## config.mk

```make
export PLATFORM = sky130hd
export DESIGN_NAME = window3x3_linebuf
export DESIGN_NICKNAME = d
export VERILOG_FILES = /design/src/rtl/minpool_pkg.sv /design/src/rtl/window3x3_linebuf_row_linebuf.sv /design/src/rtl/window3x3_linebuf.sv
export SDC_FILE = /design/constraint.sdc
export NUM_CORES = 1
export LEC_CHECK = 0
export BUFFER_PORTS_ARGS = -buffer_cell sky130_fd_sc_hd__buf_2
export CAP_MARGIN = 30
export CELL_PAD_IN_SITES_DETAIL_PLACEMENT = 0
export CELL_PAD_IN_SITES_GLOBAL_PLACEMENT = 1
export CORE_MARGIN = 2
export CORE_UTILIZATION = 49
export DETAILED_ROUTE_END_ITERATION = 12
export PLACE_DENSITY_LB_ADDON = 0.08
export SETUP_SLACK_MARGIN = 0.4
export SLEW_MARGIN = 20
export SYNTH_ARGS = -nofsm -noshare
export SYNTH_HDL_FRONTEND = slang
export SYNTH_HIERARCHICAL = 1
export SYNTH_SLANG_ARGS = --single-unit
export TNS_END_PERCENT = 5
```

## constraint.sdc

```tcl
create_clock -name clk -period 4.39 [get_ports clk]
set_input_delay 0.2195 -clock clk [delete_from_list [all_inputs] [get_ports clk]]
set_output_delay 0.2195 -clock clk [all_outputs]
set_load 0.05 [all_outputs]
```

## src/rtl/minpool_pkg.sv

```systemverilog
// Shared constants and helpers for the 3x3 window generator and minpool.
package minpool_pkg;

  localparam int unsigned DEF_DATA_WIDTH = 8;
  localparam int unsigned DEF_IMG_W      = 8;
  localparam int unsigned DEF_IMG_H      = 8;
  localparam int unsigned KERNEL         = 3;

  // Output grid of a stride-1 KERNELxKERNEL window over the default frame.
  localparam int unsigned POOL_W = DEF_IMG_W - KERNEL + 1;
  localparam int unsigned POOL_H = DEF_IMG_H - KERNEL + 1;

  // Flat element index of window element (r,c); r=0 is the oldest row.
  function automatic int unsigned win_idx(input int unsigned r, input int unsigned c);
    return KERNEL * r + c;
  endfunction

endpackage

```

## src/rtl/window3x3_linebuf_row_linebuf.sv

```systemverilog
// One image row of pixel storage: registered write, combinational read-old-data.
module row_linebuf #(
  parameter int unsigned DEPTH      = 8,
  parameter int unsigned DATA_WIDTH = 8,
  localparam int unsigned AW        = (DEPTH > 1) ? $clog2(DEPTH) : 1
) (
  input  logic                  clk,
  input  logic                  we_i,
  input  logic [AW-1:0]         addr_i,
  input  logic [DATA_WIDTH-1:0] wdata_i,
  output logic [DATA_WIDTH-1:0] rdata_o
);

  logic [DATA_WIDTH-1:0] mem_q [DEPTH];

  // Read returns the value stored before any write at this edge.
  assign rdata_o = mem_q[addr_i];

  // Write the new value at the current column.
  always_ff @(posedge clk) begin
    if (we_i) begin
      mem_q[addr_i] <= wdata_i;
    end
  end

endmodule

```

## src/rtl/window3x3_linebuf.sv

```systemverilog
// Streaming 3x3 stride-1 window generator built from two line buffers and a 3x3 register array.
module window3x3_linebuf
  import minpool_pkg::*;
#(
  parameter int unsigned DATA_WIDTH = DEF_DATA_WIDTH,
  parameter int unsigned IMG_W      = DEF_IMG_W,
  parameter int unsigned IMG_H      = DEF_IMG_H
) (
  input  logic                    clk,
  input  logic                    rst,
  input  logic                    in_valid,
  output logic                    in_ready,
  input  logic [DATA_WIDTH-1:0]   in_data,
  output logic                    win_valid,
  input  logic                    win_ready,
  output logic [9*DATA_WIDTH-1:0] win_data,
  output logic [7:0]              win_row,
  output logic [7:0]              win_col,
  output logic                    win_last
);

  localparam int unsigned AW    = (IMG_W > 1) ? $clog2(IMG_W) : 1;
  localparam int unsigned NELEM = KERNEL * KERNEL;

  logic [7:0]              col_q, col_d, row_q, row_d;
  logic [DATA_WIDTH-1:0]   arr_q [NELEM];
  logic [DATA_WIDTH-1:0]   arr_d [NELEM];
  logic                    win_valid_q, win_valid_d;
  logic [9*DATA_WIDTH-1:0] win_data_q, win_data_d;
  logic [7:0]              win_row_q, win_row_d, win_col_q, win_col_d;
  logic                    win_last_q, win_last_d;
  logic                    accept;
  logic [AW-1:0]           lb_addr;
  logic [DATA_WIDTH-1:0]   lb0_rd, lb1_rd;

  // Stall the input only while a window is held against backpressure.
  assign in_ready = !win_valid_q || win_ready;
  assign accept   = in_valid && in_ready;
  assign lb_addr  = AW'(col_q);

  // lb0 holds row-1, lb1 holds row-2; lb1 is fed from lb0's old data.
  row_linebuf #(.DEPTH(IMG_W), .DATA_WIDTH(DATA_WIDTH)) lb0 (
    .clk     (clk),
    .we_i    (accept),
    .addr_i  (lb_addr),
    .wdata_i (in_data),
    .rdata_o (lb0_rd)
  );

  row_linebuf #(.DEPTH(IMG_W), .DATA_WIDTH(DATA_WIDTH)) lb1 (
    .clk     (clk),
    .we_i    (accept),
    .addr_i  (lb_addr),
    .wdata_i (lb0_rd),
    .rdata_o (lb1_rd)
  );

  // Shift the window, advance raster counters and load an output window when complete.
  always_comb begin
    col_d       = col_q;
    row_d       = row_q;
    arr_d       = arr_q;
    win_valid_d = win_valid_q;
    win_data_d  = win_data_q;
    win_row_d   = win_row_q;
    win_col_d   = win_col_q;
    win_last_d  = win_last_q;

    if (win_ready) begin
      win_valid_d = 1'b0;
    end

    if (accept) begin
      arr_d[win_idx(0, 0)] = arr_q[win_idx(0, 1)];
      arr_d[win_idx(0, 1)] = arr_q[win_idx(0, 2)];
      arr_d[win_idx(1, 0)] = arr_q[win_idx(1, 1)];
      arr_d[win_idx(1, 1)] = arr_q[win_idx(1, 2)];
      arr_d[win_idx(2, 0)] = arr_q[win_idx(2, 1)];
      arr_d[win_idx(2, 1)] = arr_q[win_idx(2, 2)];
      arr_d[win_idx(0, 2)] = lb1_rd;
      arr_d[win_idx(1, 2)] = lb0_rd;
      arr_d[win_idx(2, 2)] = in_data;

      if (col_q == 8'(IMG_W - 1)) begin
        col_d = 8'd0;
        row_d = (row_q == 8'(IMG_H - 1)) ? 8'd0 : row_q + 8'd1;
      end else begin
        col_d = col_q + 8'd1;
      end

      // Columns 0/1 still hold the previous row's tail, so only col>=2 is a real window.
      if (row_q >= 8'd2 && col_q >= 8'd2) begin
        win_valid_d = 1'b1;
        win_data_d  = {arr_d[8], arr_d[7], arr_d[6], arr_d[5], arr_d[4],
                       arr_d[3], arr_d[2], arr_d[1], arr_d[0]};
        win_row_d   = row_q - 8'd2;
        win_col_d   = col_q - 8'd2;
        win_last_d  = (row_q == 8'(IMG_H - 1)) && (col_q == 8'(IMG_W - 1));
      end
    end
  end

  // Control and output registers with synchronous reset.
  always_ff @(posedge clk) begin
    if (rst) begin
      col_q       <= 8'd0;
      row_q       <= 8'd0;
      win_valid_q <= 1'b0;
      win_data_q  <= '0;
      win_row_q   <= 8'd0;
      win_col_q   <= 8'd0;
      win_last_q  <= 1'b0;
    end else begin
      col_q       <= col_d;
      row_q       <= row_d;
      win_valid_q <= win_valid_d;
      win_data_q  <= win_data_d;
      win_row_q   <= win_row_d;
      win_col_q   <= win_col_d;
      win_last_q  <= win_last_d;
    end
  end

  // Window shift array; stale contents are never emitted so no reset is needed.
  always_ff @(posedge clk) begin
    arr_q <= arr_d;
  end

  assign win_valid = win_valid_q;
  assign win_data  = win_data_q;
  assign win_row   = win_row_q;
  assign win_col   = win_col_q;
  assign win_last  = win_last_q;

endmodule

```

# After elaboration in Yosys (flattened, before gate mapping)
# Memories as Yosys holds them, arrays and structs flattened. A register that Yosys moved wholly into a read port is not among the register bits.
# Index checks and enable logic that the tools add are counted.
word_totals:
  in_bits: 12
  n_memories: 2
  wordCells: 41
  ramBits: 128
  output_inout_bits: 91
  regBits: 154
classes:
  reduce_logical: 7
  magnitude_cmp: 2
  add_sub_neg: 4
  n_eq_ne: 2
  n_mux: 11
mem_list:
  columns: ["memory", "depth", "word_bits", "read_ports", "rd_clocked_by_memory_dff", "write_ports", "line_no", "source"]
  rows:
  - ["lb0.mem_q", 8, 8, 1, 1, 1, "window3x3_linebuf_row_linebuf.sv:14", "logic [DATA_WIDTH-1:0] mem_q [DEPTH];"]
  - ["lb1.mem_q", 8, 8, 1, 1, 1, "window3x3_linebuf_row_linebuf.sv:14", null]
op_table:
  columns: ["operator", "n"]
  rows:
  - ["8-bit by 1-bit adder with 8-bit output (second input constant)", 2]
  - ["8-bit by 3-bit equality test with 1-bit output (second input constant)", 2]
  - ["8-bit by 2-bit >= comparator with 1-bit output (second input constant)", 2]
  - ["8-bit 2-to-1 mux", 2]
  - ["8-bit by 2-bit subtractor with 8-bit output (second input constant)", 2]
  - ["3-bit 2-to-1 mux", 4]
  - ["1-bit 2-to-1 mux", 5]
  - ["2-bit AND reduction", 2]
  - ["1-bit logical AND", 3]
  - ["1-bit logical NOT", 1]
  - ["1-bit logical OR", 1]

# Logic depth before layout (Yosys ltp)
depth:
  ltp_word: 5
  depth_mapped: 9
  depth_no_buf: 6

# Hierarchy
# The synthesis kept the hierarchy.
by_module_without_submodules:
  columns: ["mod", "instances", "seq_area_each_um2", "area_each_um2", "cells_per_inst"]
  rows:
  - ["window3x3_linebuf", 1, 3563.4, 6005.8, 586]
  - ["row_linebuf", 2, 1921.8, 2555.0, 121]

# Worst setup path before layout
# OpenSTA, ideal clock, no wires.
synth_timing:
  path_type: "register to register"
  startpoint: "register win_valid_q (netlist: win_valid)"
  endpoint: "memory lb0.mem_q[4][0], enable pin"
  path_stages_with_launch: 8
  n_path_buf: 2
  slack_ns: 0.225
  arrival_time_ns: 3.782
  cell_sequence: "dfxtp_1 > nor2b_1 > inv_1 > buf_2 > and2_0 > clkbuf_1 > nand2_1 > nor3_1"
synth_between:
  elab_chain_cells: 5
synth_lines:
  columns: ["item", "line_no", "source"]
  rows:
  - ["start: declaration", "window3x3_linebuf.sv:28", "logic win_valid_q, win_valid_d;"]
  - ["start signal: assignment", "window3x3_linebuf.sv:116", "win_valid_q <= win_valid_d;"]
  - ["1-bit logical NOT", "window3x3_linebuf.sv:37", "assign in_ready = !win_valid_q || win_ready;"]
  - ["1-bit logical OR", "window3x3_linebuf.sv:37", null]
  - ["net in_ready", "window3x3_linebuf.sv:12", "output logic in_ready,"]
  - ["1-bit logical AND", "window3x3_linebuf.sv:38", "assign accept = in_valid && in_ready;"]
  - ["net accept", "window3x3_linebuf.sv:32", "logic accept;"]
  - ["1-bit 2-to-1 mux", "window3x3_linebuf_row_linebuf.sv:21", "if (we_i) begin"]
  - ["1-bit 2-to-1 mux (not written as such)", "window3x3_linebuf_row_linebuf.sv:22", "mem_q[addr_i] <= wdata_i;"]
  - ["end: declaration", "window3x3_linebuf_row_linebuf.sv:14", null]
# The timed path passes the listed nets, and every way through them passes these cells.

# Worst setup path in the final report
layout_timing:
  startpoint: "register win_valid_q (netlist: win_valid)"
  endpoint: "memory lb1.mem_q[4][0], enable pin"
layout_between:
  elab_chain_cells: 5
layout_lines:
  columns: ["item", "line_no"]
  rows:
  - ["1-bit logical NOT", "window3x3_linebuf.sv:37"]
  - ["1-bit logical OR", "window3x3_linebuf.sv:37"]
  - ["1-bit logical AND", "window3x3_linebuf.sv:38"]
  - ["1-bit 2-to-1 mux", "window3x3_linebuf_row_linebuf.sv:21"]
  - ["1-bit 2-to-1 mux (not written as such)", "window3x3_linebuf_row_linebuf.sv:22"]
  - ["end: declaration", "window3x3_linebuf_row_linebuf.sv:14"]
# Every way passes these cells.

==> flow_summary.toml <==
[clock_tree]
postCtsSetupBuffers = 0
post_cts_resized = 0
postCtsHoldBufs = 5
cts_tree = "built"
htree_levels = 1
cts_inserted_buffers = 29
clock_sinks = 282
clockBufferDepth = 3
root_buffer = "clkbuf_16"
clk_pin_slew_ns = 0.06
clk_latency_ns = 0.56

[synth]
ys_seq_elements = 282
ys.flop_type = "edfxtp_1"
synth_compound_area_share_pct = 11.17
synth-edff-count = 176
netlist_area_um2 = 11120
muxShareOfSynthArea_pct = 7.722
async_reset_ff_share_pct = 0
yosys_warnings = 6
synthCells = 828
avgSynthCellArea_um2 = 13.42
synth_top_family_by_area = "compound AO/OA/AOI/OAI gates"
ys_types = 57
yosys.area_share.simple_pct = 8.172
synthAdderAreaFrac_pct = 0.9005
seq_area_frac_synth_pct = 66.64
synth_fp_nets = 848
yosys.area_share.xor_xnor_pct = 1.339

[cells_and_area]
nNetsFinal = 925
area_delta_synth_final_pct = 14.60
final_layout_size_suffix_gt1_share_pct = 23.28
insertedDiodeCount = 0

[power_and_ir_drop]
pwr-share-clk_pct = 42.4
comb_power_share_pct = 6.9
power_density_nw_per_um2 = 458.4
p_switching_w = 0.001289
p_int_w = 0.004551
power_frac_seq_pct = 50.7
vdd_drop_max_mv = 0.3334
p_sw_share_pct = 22.07
p_leak_nw = 4.457

[min_path]
hold_class = "in2reg"

[global_routing]
antenna_found_initial = 0
overflow = 0
grt_pass1_vias = 6882
grt_use_total_pct = 20.23
grt_pass1_wl_mm = 38.46
grt_max_degree = 90

[critical_path]
worstSetupPathType = "reg2reg"
critical_path_buf_inv_count = 2
worst-endpoint-arrival_ns = 3.08
cp_slowest_stage_delay_ns = 0.66
crit_family = "simple AND/OR/NAND/NOR gates"
cp-start-kind = "flip-flop"
endpoint_kind = "flip-flop"
cp_max_fo = 23
required_ns = 4.65
crit_chain = "nor2b_1, inv_1, and2_2, nand2_1, nor3_1, buf_2"
crit_path_top_delay_cell = "nor3_1"

[sta]
report.final.slew_viol_count = 0
relSlewSlack_pct = 34.71
worst_pin_slew_ns = 0.9794
rsz0062_at_grt = "false"
fin_crit_ns = 2.819
setup_viol = 0
period_share_pct = 64.21
hold_violations = 0
final.setup.tns_ns = 0
finalWorstSetupSlack_ns = 1.571
skew_ns = 0.02920
fmax_ghz = 0.3547

[die]
fp.dieH_um = 154.6
dieArea_um2 = 23910
dieWidth_um = 154.6
io_pins = 103
rows = 55
initial_utilization_pct = 49.55
coreArea_um2 = 22430

[job]
cap_violations = 0

[drt]
routed_via_density = 5.787
routedWlPerCell_um = 19.94
ant_nets = 0
wirelength_mm = 24.19
vias = 7020
drc_errors = 0
drtIter0Drc = 454
drtPass1Iterations = 5

[place]
dp_hpwl_mm = 14.77
gp_congestion = 0.8021
portBuffers = 102
pre_cts_slack_ns = 1.529

[run_status]
status = "completed"
[worst reg2reg max path, stage by stage (launching register included)]
cell and delay (ns):
dfxtp_1 0.31, nor2b_1 0.16, inv_1 0.28, and2_2 0.63
nand2_1 0.23, nor3_1 0.66, buf_2 0.29
[sequential cells by signal, indices dropped and copies added, names as in the netlist]
register and count:
win_valid 1, row_q 8, col_q 8, arr_q 48, win_last 1, lb1/mem_q 64, win_data 72, win_col 8
win_row 8, lb0/mem_q 64
[synthesized netlist by cell type (4+ instances only)]
cell type | instances | area [um^2]
nand2b_1 | 4 | 25.02
buf_1 | 9 | 33.78
nand2_1 | 16 | 60.06
xor2_1 | 4 | 35.03
clkbuf_2 | 5 | 25.02
nand4_1 | 7 | 43.79
o21ai_1 | 13 | 65.06
nand3_1 | 83 | 415.4
a211oi_1 | 4 | 30.03
buf_6 | 10 | 112.6
mux2_2 | 4 | 45.04
mux4_1 | 8 | 210.2
nor2_1 | 24 | 90.09
a21oi_1 | 98 | 490.5
xnor2_1 | 13 | 113.9
edfxtp_1 | 176 | 5285
o21ai_0 | 65 | 325.3
ha_1 | 8 | 100.1
mux2i_1 | 4 | 40.04
mux4_2 | 16 | 360.4
inv_1 | 12 | 45.04
mux2_4 | 12 | 180.2
nor3_1 | 16 | 80.08
clkbuf_1 | 36 | 135.1
a211oi_2 | 10 | 125.1
buf_2 | 12 | 60.06
nor4_1 | 4 | 25.02
dfxtp_1 | 106 | 2122
[path summary, 6_finish.rpt]
kind	from	end	slack, ns	cells after the start
worst max-delay path	win_valid	lb1/mem_q[4][0]	1.57	6
worst min-delay path	in_data[2]	lb0/mem_q[1][2]	0.02	1
worst min register to register	arr_q[2]	arr_q[10]	0.45	0
worst max register to register	win_valid	lb1/mem_q[4][0]	1.57	6
[cells in the final DEF (no fill, tap or decap), types with 6 or more instances in the layout]
cell type | Yosys | routed
a211oi_2 | 10 | 10
a21oi_1 | 98 | 98
buf_2 | 12 | 103
buf_4 | 0 | 9
clkbuf_1 | 36 | 8
clkbuf_16 | 0 | 29
clkinv_2 | 0 | 6
dfxtp_1 | 106 | 104
edfxtp_1 | 176 | 176
ha_1 | 8 | 8
inv_1 | 12 | 12
mux2_4 | 12 | 12
mux4_1 | 8 | 8
mux4_2 | 16 | 16
nand2_1 | 16 | 15
nand3_1 | 83 | 83
nand4_1 | 7 | 7
nor2_1 | 24 | 24
nor3_1 | 16 | 14
o21ai_0 | 65 | 65
o21ai_1 | 13 | 13
xnor2_1 | 13 | 13
[per-stage QoR]
step	utilization (%)	hold WS [ns]	power (W)	instance area, um^2	std cells
6_report	56.78	0.02059	0.005839	12740	1213
5_1_grt	56.78	0.01190	0.006052	12740	1213
4_1_cts	56.70	0.006807	0.005904	12720	1212
3_5_place_dp	52.18	0.4335	0.003420	11710	1153
3_3_place_gp	52.01	0.4311	0.003407	11670	1150
2_1_floorplan	-	0.3184	0.003297	11120	828
[logic make-up after synthesis]
kind of cell,Yosys count
xor gates and xnor gates,17
DFF,282
buffers and inverters,86
AOI/OAI and AO/OA,212
adders and majority gates,8
and+or+nand+nor,177
muxes,46
[layout make-up]
cell class | count | area, um^2
Clock buffer | 39 | 783.3
Tap cell | 285 | 356.6
Clock inverter | 15 | 182.7
Multi-Input combinational cell | 460 | 3273
Timing Repair Buffer | 120 | 688.2
Sequential cell | 282 | 7410
Inverter | 12 | 45.04
Fill cell | 1855 | 9696
[power groups by stage]
| stage | registers (W) | logic [W] | clock network [W] |
|---|---|---|---|
| 2_1_floorplan | 0.00301 | 0.000287 | 0 |
| 6_report | 0.00296 | 0.000405 | 0.00247 |
| 4_1_cts | 0.00296 | 0.000406 | 0.00254 |
| 3_5_place_dp | 0.00302 | 0.000402 | 0 |
| 3_3_place_gp | 0.00302 | 0.000391 | 0 |
| 5_1_grt | 0.00297 | 0.000442 | 0.00264 |
[layer usage]
metal	up-vias	GRT usage, %	share of wire [%]
met3	31	3.979	6.4
met4	0	5.688	2.1
met2	216	32.97	47
li1	3287	-	-
met1	3486	27.94	44
met5	-	0	0
(Power assumes the default switching activity.)
